## src/rtl/mult_div_unit.sv

```systemverilog
// Iterative HI/LO multiply/divide: shift-add multiply, restoring divide, MTHI/MTLO.
// Mul/div latency WIDTH+1 edges with busy high meanwhile; start while busy is dropped.
module mult_div_unit #(
  parameter int WIDTH = 32
) (
  input  logic             clock,
  input  logic             reset_n,
  input  logic             start,
  input  logic [2:0]       op,
  input  logic [WIDTH-1:0] rs_data,
  input  logic [WIDTH-1:0] rt_data,
  output logic             busy,
  output logic             done,
  output logic [WIDTH-1:0] hi,
  output logic [WIDTH-1:0] lo
);

  localparam int CW = $clog2(WIDTH);
  localparam logic [CW-1:0] LAST = CW'(WIDTH - 1);

  typedef enum logic [1:0] {S_IDLE, S_MUL, S_DIV, S_FIX} state_t;

  state_t             r_state, w_next;
  logic [CW-1:0]      r_cnt;
  logic [2*WIDTH-1:0] r_acc;
  logic [WIDTH-1:0]   r_opb;
  logic               r_neg, r_rneg, r_is_div;
  logic               r_busy, r_done;
  logic [WIDTH-1:0]   r_hi, r_lo;

  logic               w_idle_start, w_acc_mul, w_acc_div, w_mthi, w_mtlo, w_last;
  logic               w_rs_neg, w_rt_neg, w_div0;
  logic [WIDTH-1:0]   w_rs_abs, w_rt_abs;
  logic [WIDTH:0]     w_msum, w_trial, w_diff;
  logic               w_ge;
  logic [2*WIDTH-1:0] w_prod_fix;
  logic [WIDTH-1:0]   w_quo_fix, w_rem_fix;

  assign w_idle_start = (r_state == S_IDLE) && start;
  assign w_acc_mul    = w_idle_start && (op[2:1] == 2'b00);
  assign w_acc_div    = w_idle_start && (op[2:1] == 2'b01);
  assign w_mthi       = w_idle_start && (op == 3'b100);
  assign w_mtlo       = w_idle_start && (op == 3'b101);
  assign w_last       = (r_cnt == LAST);

  assign w_rs_neg = ~op[0] && rs_data[WIDTH-1];
  assign w_rt_neg = ~op[0] && rt_data[WIDTH-1];
  assign w_rs_abs = w_rs_neg ? -rs_data : rs_data;
  assign w_rt_abs = w_rt_neg ? -rt_data : rt_data;
  assign w_div0   = (rt_data == '0);

  // r_acc holds {partial product, multiplier} or {remainder, dividend/quotient}
  assign w_msum  = {1'b0, r_acc[2*WIDTH-1:WIDTH]} + {1'b0, (r_acc[0] ? r_opb : '0)};
  assign w_trial = {r_acc[2*WIDTH-1:WIDTH], r_acc[WIDTH-1]};
  assign w_diff  = w_trial - {1'b0, r_opb};
  assign w_ge    = ~w_diff[WIDTH];

  assign w_prod_fix = r_neg  ? -r_acc : r_acc;
  assign w_quo_fix  = r_neg  ? -r_acc[WIDTH-1:0] : r_acc[WIDTH-1:0];
  assign w_rem_fix  = r_rneg ? -r_acc[2*WIDTH-1:WIDTH] : r_acc[2*WIDTH-1:WIDTH];

  always_ff @(posedge clock or negedge reset_n) begin
    if (!reset_n) r_state <= S_IDLE;
    else          r_state <= w_next;
  end

  always_comb begin
    w_next = r_state;
    case (r_state)
      S_IDLE: begin
        if (w_acc_mul)      w_next = S_MUL;
        else if (w_acc_div) w_next = S_DIV;
      end
      S_MUL:   if (w_last) w_next = S_FIX;
      S_DIV:   if (w_last) w_next = S_FIX;
      S_FIX:   w_next = S_IDLE;
      default: w_next = S_IDLE;
    endcase
  end

  always_ff @(posedge clock or negedge reset_n) begin
    if (!reset_n) begin
      r_cnt    <= '0;
      r_acc    <= '0;
      r_opb    <= '0;
      r_neg    <= 1'b0;
      r_rneg   <= 1'b0;
      r_is_div <= 1'b0;
      r_busy   <= 1'b0;
      r_done   <= 1'b0;
      r_hi     <= '0;
      r_lo     <= '0;
    end else begin
      r_done <= 1'b0;
      case (r_state)
        S_IDLE: begin
          r_cnt <= '0;
          if (w_acc_mul) begin
            r_acc    <= {{WIDTH{1'b0}}, w_rt_abs};
            r_opb    <= w_rs_abs;
            r_neg    <= w_rs_neg ^ w_rt_neg;
            r_rneg   <= 1'b0;
            r_is_div <= 1'b0;
            r_busy   <= 1'b1;
          end else if (w_acc_div) begin
            // Zero divisor: raw dividend and no sign fixup yields lo=~0, hi=rs naturally
            r_acc    <= {{WIDTH{1'b0}}, (w_div0 ? rs_data : w_rs_abs)};
            r_opb    <= w_div0 ? '0 : w_rt_abs;
            r_neg    <= ~w_div0 && (w_rs_neg ^ w_rt_neg);
            r_rneg   <= ~w_div0 && w_rs_neg;
            r_is_div <= 1'b1;
            r_busy   <= 1'b1;
          end
          if (w_mthi) r_hi <= rs_data;
          if (w_mtlo) r_lo <= rs_data;
        end
        S_MUL: begin
          r_acc <= {w_msum, r_acc[WIDTH-1:1]};
          r_cnt <= r_cnt + 1'b1;
        end
        S_DIV: begin
          r_acc <= {(w_ge ? w_diff[WIDTH-1:0] : w_trial[WIDTH-1:0]),
                    r_acc[WIDTH-2:0], w_ge};
          r_cnt <= r_cnt + 1'b1;
        end
        S_FIX: begin
          if (r_is_div) begin
            r_hi <= w_rem_fix;
            r_lo <= w_quo_fix;
          end else begin
            r_hi <= w_prod_fix[2*WIDTH-1:WIDTH];
            r_lo <= w_prod_fix[WIDTH-1:0];
          end
          r_busy <= 1'b0;
          r_done <= 1'b1;
        end
        default: r_busy <= 1'b0;
      endcase
    end
  end

  assign busy = r_busy;
  assign done = r_done;
  assign hi   = r_hi;
  assign lo   = r_lo;

endmodule

```

## config.mk

```make
export PLATFORM = sky130hd
export DESIGN_NAME = mult_div_unit
export DESIGN_NICKNAME = d
export VERILOG_FILES = /design/src/rtl/mult_div_unit.sv
export SDC_FILE = /design/constraint.sdc
export NUM_CORES = 1
export LEC_CHECK = 0
export CELL_PAD_IN_SITES_DETAIL_PLACEMENT = 1
export CELL_PAD_IN_SITES_GLOBAL_PLACEMENT = 1
export CORE_ASPECT_RATIO = 0.7
export CORE_UTILIZATION = 48
export CTS_CLUSTER_DIAMETER = 200
export DETAILED_ROUTE_END_ITERATION = 7
export GPL_TIMING_DRIVEN = 1
export HOLD_SLACK_MARGIN = 0.12
export PLACE_DENSITY_LB_ADDON = 0.1
export SKIP_LAST_GASP = 1
export SYNTH_ARGS = -nofsm -noshare
export SYNTH_HDL_FRONTEND = slang
export SYNTH_SLANG_ARGS = --single-unit
export TNS_END_PERCENT = 100
```

## constraint.sdc

```tcl
create_clock -name clock -period 9.2 [get_ports clock]
set_input_delay 0.92 -clock clock [delete_from_list [all_inputs] [get_ports clock]]
set_output_delay 0.92 -clock clock [all_outputs]
set_load 0.05 [all_outputs]
```

==> flow_summary.json <==
{
  "drt-total-wl_mm": 73.40,
  "p_total_mw": 7.439,
  "antenna_cells": 0,
  "finalHoldViolCount": 0,
  "drt-initial-drc-count": 2230,
  "synth.most_common_cell": "nand2_1",
  "critical_path_class": "reg2reg",
  "hp-class": "in2async",
  "reg2regPathDepth": 11,
  "finalWeightedCongestion": 1.021,
  "synthArstFlopShare": 1.000,
  "core_area_mm2": 0.03227,
  "ctsHoldBuffers": 0,
  "cp-start-kind": "register",
  "syn_nets": 2236,
  "min_period_ps": 4606,
  "dieArea_mm2": 0.03357,
  "grt_pass1_vias": 16950,
  "synth_top_area_frac": 0.2731,
  "tns_ps": 0,
  "htree_levels": 4,
  "grt_util_all_layers": 0.4381,
  "synth_edf_count": 0,
  "nFillCells": 4024,
  "hpwl_mm": 57.31,
  "yosys.cell_types.count": 89,
  "crit_start": "r_acc[40]$_DFFE_PN0P_",
  "end_kind": "register",
  "synthTopCellsByCount": "nand2_1 (257), o21ai_0 (233), nor2_1 (198), a21oi_1 (180), dfrtp_1 (172)",
  "worst-path-max-fanout": 17,
  "drive_gt1_frac": 0.05165,
  "synth.area.top_cells": "dfrtp_1 (27%), o21ai_0 (7.4%), nand2_1 (6.1%)",
  "via_per_inst": 6.751,
  "synth_cells": 2088,
  "seq_area_mm2": 0.004304,
  "num_io_pins": 136,
  "initial_core_util": 0.4882,
  "setup_violations": 0,
  "fp.dieH_um": 153.6,
  "clk_latency_ps": 460,
  "period_share": 0.5007,
  "synth-xor-area-share": 0.09894,
  "regToRegStartpoint": "r_acc[40]$_DFFE_PN0P_",
  "cts-root-buf": "clkbuf_16",
  "synth_top_family_by_area": "compound AO/OA/AOI/OAI gates",
  "ant_nets": 0,
  "yosysWarnings": 0,
  "peakVddDrop_mv": 0.2792,
  "drv_slew": 0,
  "die_w_um": 218.6,
  "cts_setup_buffers": 0,
  "cts_resized": 0,
  "r2r-end": "r_acc[60]$_DFFE_PN0P_",
  "dr.pass1.iters": 6,
  "grt_first_pass_wirelength_mm": 109.1,
  "synthFlopType": "dfrtp_1",
  "worstPathRequired_ps": 9540,
  "clk_pin_slew_worst_paths_ps": 80,
  "tightest_slew_ps": 1394,
  "cts_buffers": 17,
  "rows": 55,
  "synthMuxAreaShare": 0.01993,
  "grt_antenna_before_repair": 5,
  "synthSimpleGateAreaFrac": 0.2112,
  "avgSynthCellArea_um2": 7.547,
  "rsz0062_at_grt": "no",
  "portBuffers": 135,
  "wl_met1_mm": 32.41,
  "slew-limit-headroom": 0.06235,
  "max_stage_delay_ps": 860,
  "clock-sinks": 172,
  "worstPathArrival_ps": 4950,
  "vias": 17390,
  "leakagePower_nw": 7.831,
  "clock_path_buffers": 2,
  "maxCapViolCount": 0,
  "grt_max_degree": 85,
  "power.density_mw_per_mm2": 413.3,
  "skew_ps": 14.43,
  "crit_chain": "ha_1, a21oi_1, nor2_1, a2111oi_0, o21bai_1, o211a_1, o21a_1, nor2_1, buf_4, o22ai_1, or4_1",
  "cts_tree": "built",
  "wl_met3_mm": 10.93,
  "synth_area_leader_cell": "dfrtp_1",
  "synth_fa_ha_area_frac": 0.06289,
  "synth_compound_area_frac": 0.2834,
  "multi_input_area_mm2": 0.01069,
  "wl_per_cell_um": 28.49,
  "crit_path_frequent_cell": "nor2_1",
  "wl_met2_mm": 28.09,
  "drc": 0,
  "yosysSeqAreaShare": 0.2731,
  "status": "complete, no violations",
  "fmax_ghz": 0.2171,
  "crit_slowest_cell": "nor2_1",
  "top_layer_used": "met5",
  "area_delta_synth_final_pct": 14.21,
  "netlist_area_mm2": 0.01576,
  "ys_seq_elements": 172,
  "rrSetupSlack_ps": 4590,
  "finish.net_count": 2284,
  "grt.overflow.total": 0
}
final cells by class:
| class | count | share of cell area |
|---|---|---|
| Sequential cell | 172 | 0.2392 |
| Inverter | 66 | 0.01377 |
| Multi-Input combinational cell | 1711 | 0.5937 |
| Tap cell | 427 | 0.02969 |
| Clock buffer | 20 | 0.02538 |
| Clock inverter | 12 | 0.009664 |
| Timing Repair Buffer | 168 | 0.08864 |
sequential cells by signal, summed over array words and instances, names as in the netlist:
register	flops
busy	1
r_acc	64
done	1
hi	32
r_is_div	1
lo	32
r_neg	1
r_rneg	1
r_cnt	5
r_state	2
r_opb	32
layer usage:
| layer | up-vias | global-route usage |
|---|---|---|
| met5 | - | 0.03043 |
| met4 | 10 | 0.1252 |
| met3 | 127 | 0.1935 |
| met2 | 1048 | 0.5649 |
| met1 | 8642 | 0.6392 |
| li1 | 7563 | - |
layout by cell type, fill, tap and decap left out, types with 27 or more instances in the layout:
master	netlist	layout
a211oi_1	27	27
a21o_1	60	60
a21oi_1	180	179
a22oi_1	34	34
buf_4	0	33
clkdlybuf4s50_1	0	133
dfrtp_1	172	172
ha_1	76	74
inv_1	65	65
mux2i_1	28	28
nand2_1	257	257
nand3_1	30	30
nor2_1	198	196
nor3_1	44	44
o21ai_0	233	233
xnor2_1	82	82
xor2_1	96	96
worst max-delay path by stage:
stage	endpoint	depth (start not counted)	slack (ps)
after detailed placement	r_acc[30]$_DFFE_PN0P_	11	4620
after CTS	r_acc[57]$_DFFE_PN0P_	13	4830
after global placement	r_acc[30]$_DFFE_PN0P_	11	4700
after global routing	r_acc[60]$_DFFE_PN0P_	11	4470
after floorplan	r_acc[60]$_DFFE_PN0P_	14	5730
final	r_acc[60]$_DFFE_PN0P_	11	4590
worst max-delay path: cells and delay by family (launching register included):
family | cells | cell delay [ps]
AO/OA/AOI/OAI | 6 | 1760
adder cells (fa/ha/maj) | 1 | 480
flip-flops | 1 | 550
buffers and inverters | 1 | 330
AND/OR/NAND/NOR | 3 | 1350
power breakdown:
part           leakage, nW  internal (mW)  switching [mW]  total, mW
clock                0.307          0.450           0.361      0.811
combinational         5.36           1.62            3.39       5.01
sequential            2.16           1.10           0.515       1.62
logic make-up (layout without fill, tap and decap cells):
| family | after synthesis | after routing |
|---|---|---|
| buffers and inverters | 205 | 266 |
| AO/OA/AOI/OAI | 718 | 718 |
| flip-flops | 172 | 172 |
| adder cells (fa/ha/maj) | 78 | 78 |
| multiplexers | 31 | 31 |
| XOR/XNOR | 178 | 178 |
| AND/OR/NAND/NOR | 706 | 706 |
metrics by stage:
| stage | instances | utilization | worst slack (ps) | instance area (um2) | hold WS, ps |
|---|---|---|---|---|---|
| 2_1_floorplan | 2088 | - | 5729 | 15760 | 449.8 |
| 3_3_place_gp | 2544 | 0.5381 | 4700 | 17370 | 464.8 |
| 3_5_place_dp | 2544 | 0.5381 | 4617 | 17370 | 471.0 |
| 4_1_cts | 2576 | 0.5576 | 4827 | 18000 | 427.3 |
| 5_1_grt | 2576 | 0.5576 | 4472 | 18000 | 439.2 |
| 6_report | 2576 | 0.5576 | 4594 | 18000 | 408.4 |
No activity file was read; power rests on OpenSTA's default activity.
==> patch 1: new RTL, same flow settings <==
Put one more register stage on the output `lo`, cleared by the reset. The value now appears one clock later. The other outputs are not delayed to match.
--- a/src/rtl/mult_div_unit.sv
+++ b/src/rtl/mult_div_unit.sv
@@ -143,5 +143,11 @@
   assign done = r_done;
   assign hi   = r_hi;
-  assign lo   = r_lo;
+  always_ff @(posedge clock or negedge reset_n) begin
+    if (!reset_n) begin
+      lo <= '0;
+    end else begin
+      lo <= r_lo;
+    end
+  end
 
 endmodule
Check against the original RTL: not equivalent (Yosys sat finds a counterexample within 4 cycles, from zero or initial values and one cycle with reset_n low).
==> patch 1 against the original RTL <==
  * Synthesized area grew 3.9%
  * Wire length down 3.6%
  * Sequential share of layout area is 3.1 points higher
  * Setup slack worse by 13 ps
  * Final area up 4.9%
  * Combinational power rose by 1%
  * Power rose by 9.4%
  * Sequential cell count up 32
  * Critical path type unchanged
==> patch 1: results (changes against the original RTL) <==
Slew headroom 22.6% (+16 points); status complete, no violations; first-pass GRT wire length 106000 µm (-3.1%); initial antenna violation count 0 (-5); CP peak stage delay 860 ps (about the same); final setup margin 4580 ps (-13.5 ps); Seq/total area 27.0% (+3.1 points); Layout area overhead 15.3%; syn_nets 2231 (-0.22%); flip-flop and latch count 204 (+19%); CP Max Fanout 32 (+15); Vias/cell 6.62 (-1.9%); Non-CTS buffers 160 (-4.8%); initial drt markers 2086 (-6.5%); LEAKAGE 8.23 nW (+5.1%); #MultiIn Comb 1678 (-1.9%); number of H-tree levels 1 (-3); clock buf count 25 (+25%); Final Non-Filler Cells 2585 (+0.35%); Worst setup endpoint r_acc[59]$_DFFE_PN0P_; synthesized area per cell 7.86 µm² (+4.1%); DP Cell Count 2544 (unchanged); maximum clock insertion buffer count 3 (+1); Syn Inst Count 2083 (-0.24%); Avg WL per Cell 27.4 µm (-3.9%); post-CTS sizing 0 (unchanged); Total GRT Usage 40.1% (-3.7 points); Critical R2R Launch r_acc[0]$_DFFE_PN0P_; Layout clock area frac 4.90% (+1.4 points); Inserted Clock Buffers 23 (+6); crit path DAT 5020 ps (+70 ps); inverter count 67 (+1.5%); DP HPWL 53100 µm (-7.3%); ratio of cells with drive above 1 in the final layout 4.74% (-0.42 points); multi-input combinational area share 55.7% (-3.7 points); PortBufs 135 (unchanged); vias in the first global route 16.9k (-0.37%); number of fill cells 4102 (+1.9%); placed cell area 0.0180 mm² (+3.4%); Reg2Reg Depth 13 (+2); slowest CP cell inv_1; Signal buf overhead 8.14% (-0.72 points); gpl congestion 0.978 (-4.2%); Post-route DRC 0 (unchanged); final hold slack 314 ps (-94.6 ps); Max IR drop VDD 0.197 mV (-29%); final net count 2282 (-0.088%); Netlist cell types 79 (-11%); pin count of the biggest net entering global routing 83 (-2.4%); ys async rst share 100% (unchanged); Seq/Total Area, Yosys 31.2% (+3.9 points); final clock skew 23.0 ps (+8.54 ps); pre-CTS setup slack 4650 ps (+28.5 ps); synth top area cells dfrtp_1 (31%), o21ai_0 (6.5%), a21oi_1 (6.1%), ha_1 (5.8%), nand2_1 (5.5%); Skew-Pair Late Insertion Delay 570 ps (+110 ps); Synth top cells by count nand2_1 (238), o21ai_0 (213), dfrtp_1 (204); TritonRoute pass-1 iters 6 (unchanged)
==> patch 1: cell types whose count changed after synthesis, moves of 10 or more <==
cell,before,now
a22o_1,9,19
a21o_1,60,44
o21ai_0,233,213
a21oi_1,180,200
nand2_1,257,238
dfrtp_1,172,204
xnor2_1,82,98
==> patch 1: cell families (layout without fill, tap and decap cells) <==
kind of cell / count (synthesis) / after routing / share of synthesized area, %
buf+inv: 201 / 268 / 4.79
flops: 204 / 204 / 31.2
fa+ha+maj: 78 / 78 / 6.05
compound gates: 709 / 709 / 26.7
mux: 33 / 33 / 2.08
simple gates: 665 / 665 / 18.9
xor+xnor: 193 / 193 / 10.3
==> patch 1: routing by layer <==
layer	track usage, %	up-vias	part of all wire [%]
met3	11.6	104	12
met1	57.3	8551	44
met2	58.4	896	41
met4	11.7	0	2.7
met5	0	-	0
li1	-	7572	-
==> patch 1: power breakdown <==
part / switching [W] / internal (W)
combinational: 0.00338 / 0.00170
sequential: 0.000583 / 0.00131
clock: 0.000441 / 0.000725
total: 0.00440 / 0.00374
==> patch 2: new RTL, same flow settings <==
Made on the original files. `WIDTH`: 32 -> 16.
--- a/src/rtl/mult_div_unit.sv
+++ b/src/rtl/mult_div_unit.sv
@@ -2,5 +2,5 @@
 // Mul/div latency WIDTH+1 edges with busy high meanwhile; start while busy is dropped.
 module mult_div_unit #(
-  parameter int WIDTH = 32
+  parameter int WIDTH = 16
 ) (
   input  logic             clock,
Ports: changed (resized hi, lo, rs_data and rt_data); port bits go from 136 to 72. No check against the original RTL was run, so the function may have changed too.
==> patch 2 against the original RTL <==
  * First-iteration DRC count shrank 66%
  * Final area shrank 50%
  * Setup slack gained 720 ps
  * Power shrank 48%
  * Global-route usage shrank 9.2 points
  * Sequential cell count shrank 81
  * Synthesized area shrank 50%
  * Count of clock-buffer cells in the layout shrank 11
  * Wire length shrank 62%
  * Sequential power shrank 47%
  * Highest routed layer is now met4
==> patch 2: results (changes against the original RTL) <==
status complete, no violations; synth top area cells dfrtp_1 (29%), ha_1 (6.7%), nand2_1 (6.7%), xnor2_1 (5.5%), a21oi_1 (5.2%); pin count of the biggest net entering global routing 62 (-27%); PortBufs 71 (-47%); clk slew on worst S/H paths 80 ps (about the same); root buf cell clkbuf_16; worst-margin pin slew 1210 ps (-184 ps); Switching Fraction 54.6% (-2.7 points); vias in the first global route 7728 (-54%); Reg with most FFs r_acc; LEAKAGE 3.88 nW (-50%); Total GRT Usage 34.6% (-9.2 points); TritonRoute pass-1 iters 7 (+1); DP HPWL 21300 µm (-63%); Skew-Pair Late Insertion Delay 360 ps (-100 ps); number of fill cells 1949 (-52%); initial drt markers 757 (-66%); Seq/Total Area, Yosys 29.1% (+1.7 points); total routed wirelength 28100 µm (-62%); final clock skew 11.6 ps (-2.79 ps); pre-CTS setup slack 5350 ps (+734 ps); post-CTS sizing 0 (unchanged); multiplexer share of the synthesized area 3.61% (+1.6 points); number of H-tree levels 3 (-1); Netlist cell types 67 (-25%); n_diodes 0 (unchanged); CP Max Fanout 15 (-2); first-pass GRT wire length 44400 µm (-59%); ys async rst share 100% (unchanged); Vias/cell 6.24 (-7.5%); YS warnings 0 (unchanged); PD cells 430 mW/mm² (+4.0%); slowest CP cell inv_1; Inserted Clock Buffers 9 (-8); maximum clock insertion buffer count 2 (unchanged); gpl congestion 0.893 (-12%); Max IR drop VDD 0.199 mV (-29%); crit path DAT 4080 ps (-870 ps); Compound-Gate Fraction of Synth Area 25.5% (-2.9 points); area share of fa/ha/maj cells after synthesis 7.21% (+0.93 points); placed cell area 0.00866 mm² (-50%); ratio of cells with drive above 1 in the final layout 3.53% (-1.6 points); max reg flops 32 (-50%); initial antenna violation count 1 (-4); syn_nets 1093 (-51%); Synth top cells by count nand2_1 (140), dfrtp_1 (91), nor2_1 (84); Post-Synth XOR/XNOR Area 9.59% (-0.30 points); CP peak stage delay 570 ps (-290 ps)
==> patch 2: cell count changes after synthesis, sizes merged, moves of 60 or more <==
cell / delta
clkbuf: -69
o21ai: -137
xor2: -60
nand2: -117
a21oi: -100
dfrtp: -81
nor2: -114
==> patch 2: stage by stage <==
stage          cells  utilization, %  total power (W)
2_1_floorplan   1011               -          0.00264
3_3_place_gp    1251            55.0          0.00330
3_5_place_dp    1251            55.0          0.00340
4_1_cts         1267            57.0          0.00380
5_1_grt         1267            57.0          0.00412
6_report        1267            57.0          0.00385
==> patch 2: final timing paths <==
check,startpoint,to,slack (ps),cells after the start
setup reg to reg,r_acc[0]$_DFFE_PN0P_,hi[14]$_DFFE_PN0P_,5310,10
hold / removal,reset_n,lo[2]$_DFFE_PN0P_,480,1
max in group asynchronous,reset_n,r_acc[28]$_DFFE_PN0P_,7520,2
min in group clock,r_opb[9]$_DFFE_PN0P_,r_opb[9]$_DFFE_PN0P_,490,2
hold reg to reg,r_opb[9]$_DFFE_PN0P_,r_opb[9]$_DFFE_PN0P_,480,2
setup / recovery,r_acc[0]$_DFFE_PN0P_,hi[14]$_DFFE_PN0P_,5310,10
==> patch 2: per-layer routing <==
| metal | track usage [%] | part of all wire (%) |
|---|---|---|
| met5 | 0 | 0 |
| met1 | 50.7 | 48 |
| met3 | 7.91 | 9.0 |
| met2 | 51.6 | 42 |
| met4 | 7.64 | 1.2 |
==> patch 2: kinds of logic after synthesis <==
family | Yosys count
and+or+nand+nor | 341
AOI/OAI and AO/OA | 323
buffers and inverters | 99
DFF | 91
xor gates and xnor gates | 85
adders and majority gates | 44
muxes | 28
==> patch 2: final cells by class <==
cell class / instances / area (µm²) / share of cell area [%]
Inverter: 40 / 150 / 1.68
Multi-Input combinational cell: 821 / 5190 / 57.9
Sequential cell: 91 / 2280 / 25.4
Timing Repair Buffer: 79 / 768 / 8.57
Clock inverter: 7 / 76.3 / 0.851
Clock buffer: 9 / 225 / 2.51
Tap cell: 220 / 275 / 3.07
==> patch 2: power groups by stage <==
stage | registers (W) | clock network, W | logic, W
global placement | 0.000844 | 0 | 0.00246
detailed placement | 0.000857 | 0 | 0.00254
global route | 0.000880 | 0.000405 | 0.00283
CTS | 0.000850 | 0.000388 | 0.00257
finish | 0.000865 | 0.000382 | 0.00260
floorplan | 0.000961 | 0 | 0.00168
==> patch 2: worst max-delay path: cells and delay by family (launching register included) <==
family	cells	cell delay, ps
buf+inv	1	570
fa+ha+maj	1	320
simple gates	3	1460
xor+xnor	1	110
compound gates	4	760
flops	1	510
